<file path="config.mk">
export PLATFORM = sky130hd
export DESIGN_NAME = fft_serializer_flat
export DESIGN_NICKNAME = d
export VERILOG_FILES = /design/src/rtl/fft_serializer_if.sv /design/src/rtl/fft_serializer.sv /design/src/flat_wrapper.sv
export SDC_FILE = /design/constraint.sdc
export NUM_CORES = 1
export LEC_CHECK = 0
export CELL_PAD_IN_SITES_DETAIL_PLACEMENT = 1
export CELL_PAD_IN_SITES_GLOBAL_PLACEMENT = 2
export CORE_UTILIZATION = 29
export CTS_BUF_LIST = sky130_fd_sc_hd__clkbuf_16
export DETAILED_ROUTE_END_ITERATION = 8
export PLACE_DENSITY_LB_ADDON = 0.1
export SLEW_MARGIN = 25
export SYNTH_ARGS = -nofsm -noshare
export SYNTH_HDL_FRONTEND = slang
export SYNTH_SLANG_ARGS = --single-unit
export TNS_END_PERCENT = 10
</file>
<file path="constraint.sdc">
create_clock -name clk -period 1.7 [get_ports clk]
set_input_delay 0.34 -clock clk [delete_from_list [all_inputs] [get_ports clk]]
set_output_delay 0.34 -clock clk [all_outputs]
set_load 0.02 [all_outputs]
</file>
<file path="src/rtl/fft_serializer_if.sv">
// fft_serializer_if: frame-in / sample-out handshake bundle for fft_serializer
interface fft_serializer_if #(
  parameter int DATA_W   = 8,
  parameter int LOG2_PTS = 3
);
  localparam int PTS = 1 << LOG2_PTS;
  logic                  in_valid;
  logic                  in_ready;
  logic [PTS*DATA_W-1:0] in_data;
  logic                  in_bitrev;
  logic                  out_valid;
  logic                  out_ready;
  logic [DATA_W-1:0]     out_data;
  logic [LOG2_PTS-1:0]   out_index;
  logic                  out_last;
  modport master (
    output in_valid, in_data, in_bitrev, out_ready,
    input  in_ready, out_valid, out_data, out_index, out_last
  );
  modport slave (
    input  in_valid, in_data, in_bitrev, out_ready,
    output in_ready, out_valid, out_data, out_index, out_last
  );
endinterface

</file>
<file path="src/rtl/fft_serializer.sv">
// fft_serializer: parallel frame to serial samples, natural or bit-reversed order, with one-frame skid buffer
module fft_serializer #(
  parameter int DATA_W   = 8,
  parameter int LOG2_PTS = 3
) (
  input logic clk,
  input logic rst,
  fft_serializer_if.slave bus
);
  localparam int PTS = 1 << LOG2_PTS;
  logic [PTS-1:0][DATA_W-1:0] a_q, a_d, p_q, p_d;
  logic a_mode_q, a_mode_d, p_mode_q, p_mode_d;
  logic act_q, act_d, pend_q, pend_d;
  logic [LOG2_PTS-1:0] cnt_q, cnt_d, rev;
  logic accept, beat, last;
  assign accept = bus.in_valid & !pend_q;
  assign beat = act_q & bus.out_ready;
  assign last = act_q & (cnt_q == LOG2_PTS'(PTS - 1));
  assign bus.in_ready = !pend_q;
  assign bus.out_valid = act_q;
  assign bus.out_last = last;
  assign bus.out_index = a_mode_q ? rev : cnt_q;
  assign bus.out_data = a_q[bus.out_index];
  // mirror the beat counter for bit-reversed readout
  always_comb begin
    rev = '0;
    for (int i = 0; i < LOG2_PTS; i++) rev[i] = cnt_q[LOG2_PTS-1-i];
  end
  // load A from input or P at frame boundaries, park an early frame in P
  always_comb begin
    a_d = a_q;
    a_mode_d = a_mode_q;
    p_d = p_q;
    p_mode_d = p_mode_q;
    act_d = act_q;
    pend_d = pend_q;
    cnt_d = beat ? cnt_q + 1'b1 : cnt_q;
    if (!act_q) begin
      if (accept) begin
        a_d = bus.in_data;
        a_mode_d = bus.in_bitrev;
        cnt_d = '0;
        act_d = 1'b1;
      end
    end else if (beat && last) begin
      cnt_d = '0;
      if (pend_q) begin
        a_d = p_q;
        a_mode_d = p_mode_q;
        pend_d = 1'b0;
      end else if (accept) begin
        a_d = bus.in_data;
        a_mode_d = bus.in_bitrev;
      end else begin
        act_d = 1'b0;
      end
    end else if (accept) begin
      p_d = bus.in_data;
      p_mode_d = bus.in_bitrev;
      pend_d = 1'b1;
    end
  end
  // state registers; reset discards both buffers
  always_ff @(posedge clk) begin
    if (rst) begin
      a_q <= '0;
      a_mode_q <= 1'b0;
      p_q <= '0;
      p_mode_q <= 1'b0;
      act_q <= 1'b0;
      pend_q <= 1'b0;
      cnt_q <= '0;
    end else begin
      a_q <= a_d;
      a_mode_q <= a_mode_d;
      p_q <= p_d;
      p_mode_q <= p_mode_d;
      act_q <= act_d;
      pend_q <= pend_d;
      cnt_q <= cnt_d;
    end
  end
endmodule

</file>
<file path="src/flat_wrapper.sv">
// flat-port wrapper written by rule: the top's interface ports become plain ports
module fft_serializer_flat 
#(
  parameter int DATA_W   = 8,
  parameter int LOG2_PTS = 3
)
  (clk, rst, bus_in_valid, bus_in_data, bus_in_bitrev, bus_out_ready, bus_in_ready, bus_out_valid, bus_out_data, bus_out_index, bus_out_last);
  fft_serializer_if #(.DATA_W(DATA_W), .LOG2_PTS(LOG2_PTS)) bus_i ();
  input logic clk;
  input logic rst;
  input wire logic [$bits(bus_i.in_valid)-1:0] bus_in_valid;
  input wire logic [$bits(bus_i.in_data)-1:0] bus_in_data;
  input wire logic [$bits(bus_i.in_bitrev)-1:0] bus_in_bitrev;
  input wire logic [$bits(bus_i.out_ready)-1:0] bus_out_ready;
  output wire logic [$bits(bus_i.in_ready)-1:0] bus_in_ready;
  output wire logic [$bits(bus_i.out_valid)-1:0] bus_out_valid;
  output wire logic [$bits(bus_i.out_data)-1:0] bus_out_data;
  output wire logic [$bits(bus_i.out_index)-1:0] bus_out_index;
  output wire logic [$bits(bus_i.out_last)-1:0] bus_out_last;
  assign bus_i.in_valid = bus_in_valid;
  assign bus_i.in_data = bus_in_data;
  assign bus_i.in_bitrev = bus_in_bitrev;
  assign bus_i.out_ready = bus_out_ready;
  assign bus_in_ready = bus_i.in_ready;
  assign bus_out_valid = bus_i.out_valid;
  assign bus_out_data = bus_i.out_data;
  assign bus_out_index = bus_i.out_index;
  assign bus_out_last = bus_i.out_last;
  fft_serializer #(.DATA_W(DATA_W), .LOG2_PTS(LOG2_PTS)) u_core (.clk(clk), .rst(rst), .bus(bus_i));
endmodule
</file>
* After elaboration in Yosys (flattened, before gate mapping) *
Cells that the tools add are included.

cells by class
  $add $sub $neg = 1
  $lt $le $gt $ge = 1
  equality and inequality tests = 2
  muxes and demuxes = 21
  bitwise gates (word level) = 4
  reduce and logical (&&, ||, !) cells = 5

operators with widths
  kind                 count
  $mux 64              4
  $bmux 8 s3           1
  $mux 3               5
  $mux 1               10
  $mux 8               1
  $lt 3x4->1 const B   1
  $add 3x1->3 const B  1
  $and 1x1->1          3
  $eq 3x3->1 const B   1
  $reduce_and 3->1     1
  $ne 2x2->1 const B   1
  $reduce_and 2->1     1
  $reduce_bool 2->1    1
  $logic_and 1x1->1    1
  $logic_not 1->1      1
  $not 1->1            1

storage, ports and cells
  register bits after elaboration = 135
  input bits = 69
  output and inout port bits = 14
  logic and storage cells = 55

* Longest topological paths before layout *
Gate-level depths: netlist (run 1).

  depth after elaboration = 6
  depth in mapped cells = 8
  gate-level depth less buffers = 6

* Least setup slack after synthesis (run 1) *
No wires, ideal clock.

  path type = reg-to-output
  start point = register u_core.a_mode_q
  end point = output bus_out_data[6]
  data arrival time = 1.504 ns
  required time = 1.360 ns
  path slack = -0.144 ns
  cell stages (with the launch flop) = 6
  buffers on the path = 1
  path through = dfxtp_1 > mux2i_4 > buf_6 > mux2i_1 > o21ai_0 > and3_1

between the ends
  word-level cells in the longest chain between the ends = 3

RTL lines
  element                       line                  text
  from (decl)                   fft_serializer.sv:12  logic a_mode_q, a_mode_d, p_mode_q, p_mode_d;
  from (signal assigned)        fft_serializer.sv:75  a_mode_q <= a_mode_d;
  $mux 3                        fft_serializer.sv:22  assign bus.out_index = a_mode_q ? rev : cnt_q;
  $bmux 8 s3                    fft_serializer.sv:23  assign bus.out_data = a_q[bus.out_index];
  $mux 8 (implied by the code)  fft_serializer.sv:23
  to (decl)                     flat_wrapper.sv:17    output wire logic [$bits(bus_i.out_data)-1:0] bus_out_data;

No other way between the ends. The select of a mux whose other input is x is not followed.

* Final worst setup path (run 1) *
  start point = register u_core.a_mode_q
  end point = output bus_out_data[3]

The elaborated chain is that of the path after synthesis.

==> impl_metrics.tcl, run 1 <==
set metrics [dict create \
    status "complete, but fails checks" \
    violations "negative setup slack" \
    port-buffer-count 82 \
    grt_antenna_before_repair 0 \
    cts_made_buffers 17 \
    num-nets-final 1088 \
    io-pin-count 83 \
    worst-setup-path-type "register to primary output" \
    critical_path_arrival_ps 2030 \
    drtIter0Drc 267 \
    fin_skew_ps 6.99 \
    max_freq_mhz 421 \
    post_drt_wl_per_cell_microns 17.8 \
    drt-pass1-iter-count 4 \
    path_cells "mux2i_4 -> buf_12 -> mux2i_1 -> buf_4 -> o21ai_2 -> and3_4 -> buf_6" \
    rsz0062_at_grt "yes" \
    diodes 0 \
    gr-total-overflow 0 \
    p_leak_uw 0.00351 \
    yosys_warnings 0 \
    ctsHoldBuffers 0 \
    syn_area_per_cell_sq_um 7.45 \
    synth-seq-area-share_pct 40.1 \
    cts_sinks 135 \
    initial_utilization_pct 29.7 \
    yosys_register_bits 135 \
    finalMaxSlewViolations 0 \
    min_period_over_period_pct 140 \
    netlist_area_sq_um 6740 \
    synth-edff-count 0 \
    syn_to_final_growth_pct 43.8 \
    fp.dieW_microns 154 \
    die_area_sq_um 23800 \
    h-tree-depth 4 \
    fin_util_pct 42.7 \
    hold_class "input port to register" \
    cp-end-kind "primary output" \
    grt_usage_pct 20.2 \
    ir_drop_mv 0.585 \
    ctsLongestPathBuffers 2 \
    finalSetupViolCount 141 \
    drive_above_1_share_pct 23.0 \
    slowest_delay_ps 390 \
    die_h_microns 154 \
    layout_setup_ws_ps -674 \
    max_cap_viol_count 0 \
    grt_start_max_net_pins 76 \
    grt_pass1_vias 6980 \
    relSlewSlack_pct 65.5 \
    powerDensity_nw_per_um2 959 \
    placed_area_sq_um 8510 \
    clock_latency_ps 430 \
    cts-root-buf "clkbuf_16" \
    num_vias 6837 \
    crit_required_ps 1360 \
    wl_mm 23.4 \
    vias_per_cell 5.20 \
    drtAntennaViolNets 0 \
    core_sq_um 22700 \
    syn_inst 904 \
    hold_viol 0 \
    grt_first_pass_wirelength_mm 37.9 \
    drc_errors 0 \
    period_minus_slack_ps 2370 \
    layout_common_cells "nor2_1, nand2_1, dfxtp_1, inv_1, clkdlybuf4s50_1" \
    top_layer "met4" \
    syn_nets 975 \
    cp_slowest_cell "dfxtp_4" \
    cp-start-kind "register" \
    ys_async_sr_fraction_pct 0 \
    worstMarginPinSlew_ps 518 \
    synth.distinct_cells 31 \
    wl_met3_microns 681 \
    synthFlopType "dfxtp_1" \
    rows 55 \
    path_clk_slew_ps 60 \
    critPathMaxFanout 5 \
    final_cell_area_sq_um 9690 \
    dpl.hpwl_mm 15.6 \
    routed-wl-met2_mm 11.8 \
    cts_tree "built" \
    globalplace.congestion 0.847 \
    wl_met1_mm 10.6 \
]
[power by group]
group          internal, uW  leakage [uW]  switching, uW
combinational          1050       0.00213           1040
clock                  2130      0.000271           1480
sequential             3400       0.00111            185
[path summary, 6_finish.rpt]
check                           cells past startpoint                          end                    startpoint  slack, ps
worst max register to register                     10  u_core.a_q[37]$_SDFFE_PP0P_    u_core.cnt_q[0]$_SDFF_PP0_       -190
worst max-delay path                                7              bus_out_data[3]  u_core.a_mode_q$_SDFFE_PP0P_       -670
worst min register to register                      2  u_core.p_q[61]$_SDFFE_PP0P_   u_core.p_q[61]$_SDFFE_PP0P_        450
worst min-delay path                                3   u_core.pend_q$_SDFFE_PP0P_                  bus_in_valid        280
[sequential cells by signal, summed over array words and instances (netlist names)]
register              flops
u_core.a_q               64
u_core.p_q               64
u_core.cnt_q              3
u_core.a_mode_q           1
u_core.bus.out_valid      1
u_core.p_mode_q           1
u_core.pend_q             1
[per-stage QoR]
step                instances  worst slack, ps  power (uW)  hold slack, ps  TNS, ps
CTS                      1311             -710        9290             267   -19740
detailed placement       1268             -733        5470             448   -36700
floorplan                 904            -31.9        4610             436     -474
global placement         1268             -680        5420             442   -32320
finish                   1315             -674        9290             283   -22410
global route             1315             -748        9760             296   -32520
[routing by layer]
layer	global-route usage (%)	vias to the layer above
li1	-	3359
met2	36.0	96
met4	4.67	0
met5	0	-
met3	3.47	23
met1	25.4	3359
[what timing repair did]
action	CTS	global route
cloned	4	2
gates resized for setup	133	37
setup buffers	7	3
endpoints found under the setup margin	145	143
pin swaps	8	8
[logic make-up after synthesis]
group                    after synthesis  share of synthesized area [%]
flip-flops                           135                           40.1
buffers and inverters                157                           9.92
multiplexers                          18                           2.86
XOR/XNOR                               1                          0.130
AND/OR/NAND/NOR                      333                           21.4
AO/OA/AOI/OAI                        258                           25.2
adder cells (fa/ha/maj)                2                          0.371
[cell usage after synthesis (9+ instances only)]
cell type,instances,share of area [%]
inv_1,67,3.7
a32oi_1,65,8.5
nand2b_1,18,1.7
nor2_1,134,7.5
and2_1,9,0.84
a21oi_1,68,5.1
buf_1,10,0.56
o22ai_1,65,6.0
dfxtp_1,135,40
clkbuf_1,44,2.5
o21ai_0,25,1.9
buf_2,27,2.0
a31oi_1,17,1.6
mux2i_1,17,2.5
nand2_1,133,7.4
[cell type report]
class	count	area [sq um]
clock buffer	17	425
timing repair buffer	182	1920
sequential	135	2720
tap	285	357
clock inverter	15	135
multi-input combinational	613	3870
fill	2671	13000
inverter	68	255
[worst max-delay path: cells and delay by family (launching register included)]
kind / cells / cell delay, ps
buffers and inverters: 3 / 440
AOI/OAI and AO/OA: 1 / 60
and+or+nand+nor: 1 / 200
DFF: 1 / 390
muxes: 2 / 510
Note: power is estimated with default switching activity, not from simulation.
==> inputs of run 2 (changes only) <==
--- a/config.mk
+++ b/config.mk
@@ -9,6 +9,7 @@
 export CELL_PAD_IN_SITES_GLOBAL_PLACEMENT = 2
 export CORE_UTILIZATION = 29
 export CTS_BUF_LIST = sky130_fd_sc_hd__clkbuf_16
+export CTS_CLUSTER_DIAMETER = 120
 export DETAILED_ROUTE_END_ITERATION = 8
 export PLACE_DENSITY_LB_ADDON = 0.1
 export SLEW_MARGIN = 25
==> constraint.sdc (replaced) <==
create_clock -name clk -period 1.7 [get_ports clk]
set_input_delay 0.17 -clock clk [delete_from_list [all_inputs] [get_ports clk]]
set_output_delay 0.17 -clock clk [all_outputs]
set_load 0.02 [all_outputs]
==> run 2 against run 1 <==
  * The flow still finishes with violations (negative setup slack)
  * Non-clock buffer count fell by 16
  * Sequential power barely moved
  * Global-route usage rose by 0.14 points
  * Maximum frequency rose by 4.4%
  * Total power rose by 2.6%
  * Clock power rose by 6.4%
  * Routed wire length rose by 1.2%
  * Core utilization fell by 0.094 points
  * Critical endpoint is now bus_out_data[6]
  * Largest power group unchanged
==> impl_metrics.tcl, run 2 (synthesized netlist as in run 1, its figures left out) <==
set metrics [dict create \
    ir_drop_mv 0.476 \
    vias_per_cell 5.21 \
    h-tree-depth 4 \
    cts_tree "built" \
    drive_above_1_share_pct 23.2 \
    rows 55 \
    violations "negative setup slack" \
    period_minus_slack_ps 2270 \
    powerDensity_nw_per_um2 986 \
    initial_utilization_pct 29.7 \
    crit_required_ps 1530 \
    final_cell_count_no_fill 1298 \
    globalplace.congestion 0.835 \
    finalMaxSlewViolations 0 \
    critical_path_arrival_ps 2100 \
    final_common_cell "nand2_1" \
    crit_path_end "bus_out_data[6]" \
    seq_area_sq_um 2720 \
    path_clk_slew_ps 60 \
    drtAntennaViolNets 0 \
    min_period_over_period_pct 134 \
    max_freq_mhz 440 \
    grt_pass1_vias 6941 \
    num-nets-final 1071 \
    relSlewSlack_pct 63.2 \
    ctsHoldBuffers 0 \
    diodes 0 \
    syn_to_final_growth_pct 43.5 \
    port-buffer-count 82 \
    worstMarginPinSlew_ps 552 \
    critPathMaxFanout 7 \
    path_cells "mux2i_4 -> buf_12 -> mux2i_4 -> o21ai_1 -> and3_4 -> buf_6" \
    drt-pass1-iter-count 4 \
    finalSetupViolCount 141 \
    cp-start-kind "register" \
    dp.cells 1250 \
    cp-end-kind "primary output" \
    post_drt_wl_per_cell_microns 18.2 \
    multiInputGateArea_sq_um 3950 \
    core_sq_um 22700 \
    drc_errors 0 \
    grt_first_pass_wirelength_mm 37.9 \
    cts_made_buffers 17 \
    num_vias 6759 \
    fin_util_pct 42.6 \
    holdWs_ps 179 \
    layout_setup_ws_ps -574 \
    cpMostUsedCell "mux2i_4" \
    layout_common_cells "nand2_1, nor2_1, dfxtp_1, inv_1, clkdlybuf4s50_1" \
    wl_mm 23.7 \
    reg_top3 "u_core.a_q (64), u_core.p_q (64), u_core.cnt_q (3)" \
    cp_slowest_cell "dfxtp_4" \
    io-pin-count 83 \
    drtIter0Drc 319 \
    worst-setup-path-type "register to primary output" \
    p_leak_uw 0.00347 \
    cts-root-buf "clkbuf_16" \
    hold_class "input port to register" \
    die_area_sq_um 23800 \
    slowest_delay_ps 400 \
    fin_skew_ps 7.26 \
    grt_usage_pct 20.4 \
    ctsLongestPathBuffers 2 \
    status "complete, but fails checks" \
    grt_antenna_before_repair 0 \
    crit_path_start "u_core.a_mode_q$_SDFFE_PP0P_" \
    timing.rr.end "u_core.a_q[12]$_SDFFE_PP0P_" \
    fp.dieW_microns 154 \
    r2r_start "u_core.cnt_q[1]$_SDFF_PP0_" \
    r2r_slack_ps -340 \
    hold_viol 0 \
    die_h_microns 154 \
    max_cap_viol_count 0 \
    grt_start_max_net_pins 69 \
    rsz0062_at_grt "yes" \
    nFillCells 2633 \
    worstRegToRegCells 12 \
    cts_sinks 135 \
    gr-total-overflow 0 \
    clock_latency_ps 420 \
    dpl.hpwl_mm 15.7 \
]
-- run 2: cell count changes in the layout (fill, tap and decap cells not counted), moves of 5 or more --
| cell | previous run | this run |
|---|---|---|
| a21boi_0 | 0 | 8 |
| mux2i_4 | 4 | 9 |
| a21oi_1 | 65 | 40 |
| buf_4 | 65 | 52 |
| o41ai_2 | 8 | 2 |
| a21boi_1 | 7 | 0 |
| o41ai_1 | 0 | 6 |
| buf_6 | 25 | 20 |
| o22ai_2 | 28 | 34 |
| a21oi_2 | 3 | 28 |
-- run 2: metrics by stage --
step                setup TNS [ps]  total power (uW)  area, sq um  worst slack (ps)
finish                      -34440              9530         9660              -574
global route                -44810              9990         9660              -623
CTS                         -25320              9480         9270              -591
detailed placement          -54400              5370         8210              -734
global placement            -47940              5320         8210              -692
floorplan                     -909              4560         6740             -18.3
-- run 2: final cells by class --
type                    instances  area share (%)
inverters                      68            2.64
repair buffers                166            18.4
multi-input cells             612            40.9
flip-flops and latches        135            28.1
clock buffers                  18            4.66
well taps                     285            3.69
clock inverters                14            1.59
-- run 2: power breakdown --
group | switching [uW] | internal [uW] | total (uW)
Clock | 1480 | 2370 | 3850
Sequential | 210 | 3400 | 3610
Combinational | 1030 | 1030 | 2070
Total | 2720 | 6810 | 9530
-- run 2: what timing repair did --
item | in CTS | in global routing
endpoints found under the hold margin | 0 | 0
pin swaps | 7 | 5
setup endpoints to repair | 147 | 145
buffers inserted | 4 | 8
gates resized for setup | 132 | 72
gates cloned | 5 | 0
-- run 2: worst max-delay path: cells and delay by family, from the launching register on --
kind	cells	cell delay, ps
AOI/OAI and AO/OA	1	120
buffers and inverters	2	350
DFF	1	400
muxes	2	650
and+or+nand+nor	1	180
-- run 2: worst min path at each step --
| stage | start | end | depth (start not counted) |
|---|---|---|---|
| 6_report | rst | u_core.a_q[46]$_SDFFE_PP0P_ | 2 |
| 2_1_floorplan | bus_in_bitrev | u_core.p_mode_q$_SDFFE_PP0P_ | 2 |
| 3_3_place_gp | u_core.p_q[25]$_SDFFE_PP0P_ | u_core.p_q[25]$_SDFFE_PP0P_ | 2 |
| 3_5_place_dp | u_core.p_q[41]$_SDFFE_PP0P_ | u_core.p_q[41]$_SDFFE_PP0P_ | 2 |
| 4_1_cts | rst | u_core.a_q[46]$_SDFFE_PP0P_ | 2 |
| 5_1_grt | rst | u_core.a_q[63]$_SDFFE_PP0P_ | 2 |
-- run 2: layer usage --
metal	wire length (microns)	up-vias	GRT usage [%]	share of wire [%]
met5	0	-	0	0
met4	559	0	7.17	2.4
met2	11000	100	32.7	46
li1	-	3325	-	-
met1	11500	3306	27.2	49
met3	644	28	3.98	2.7
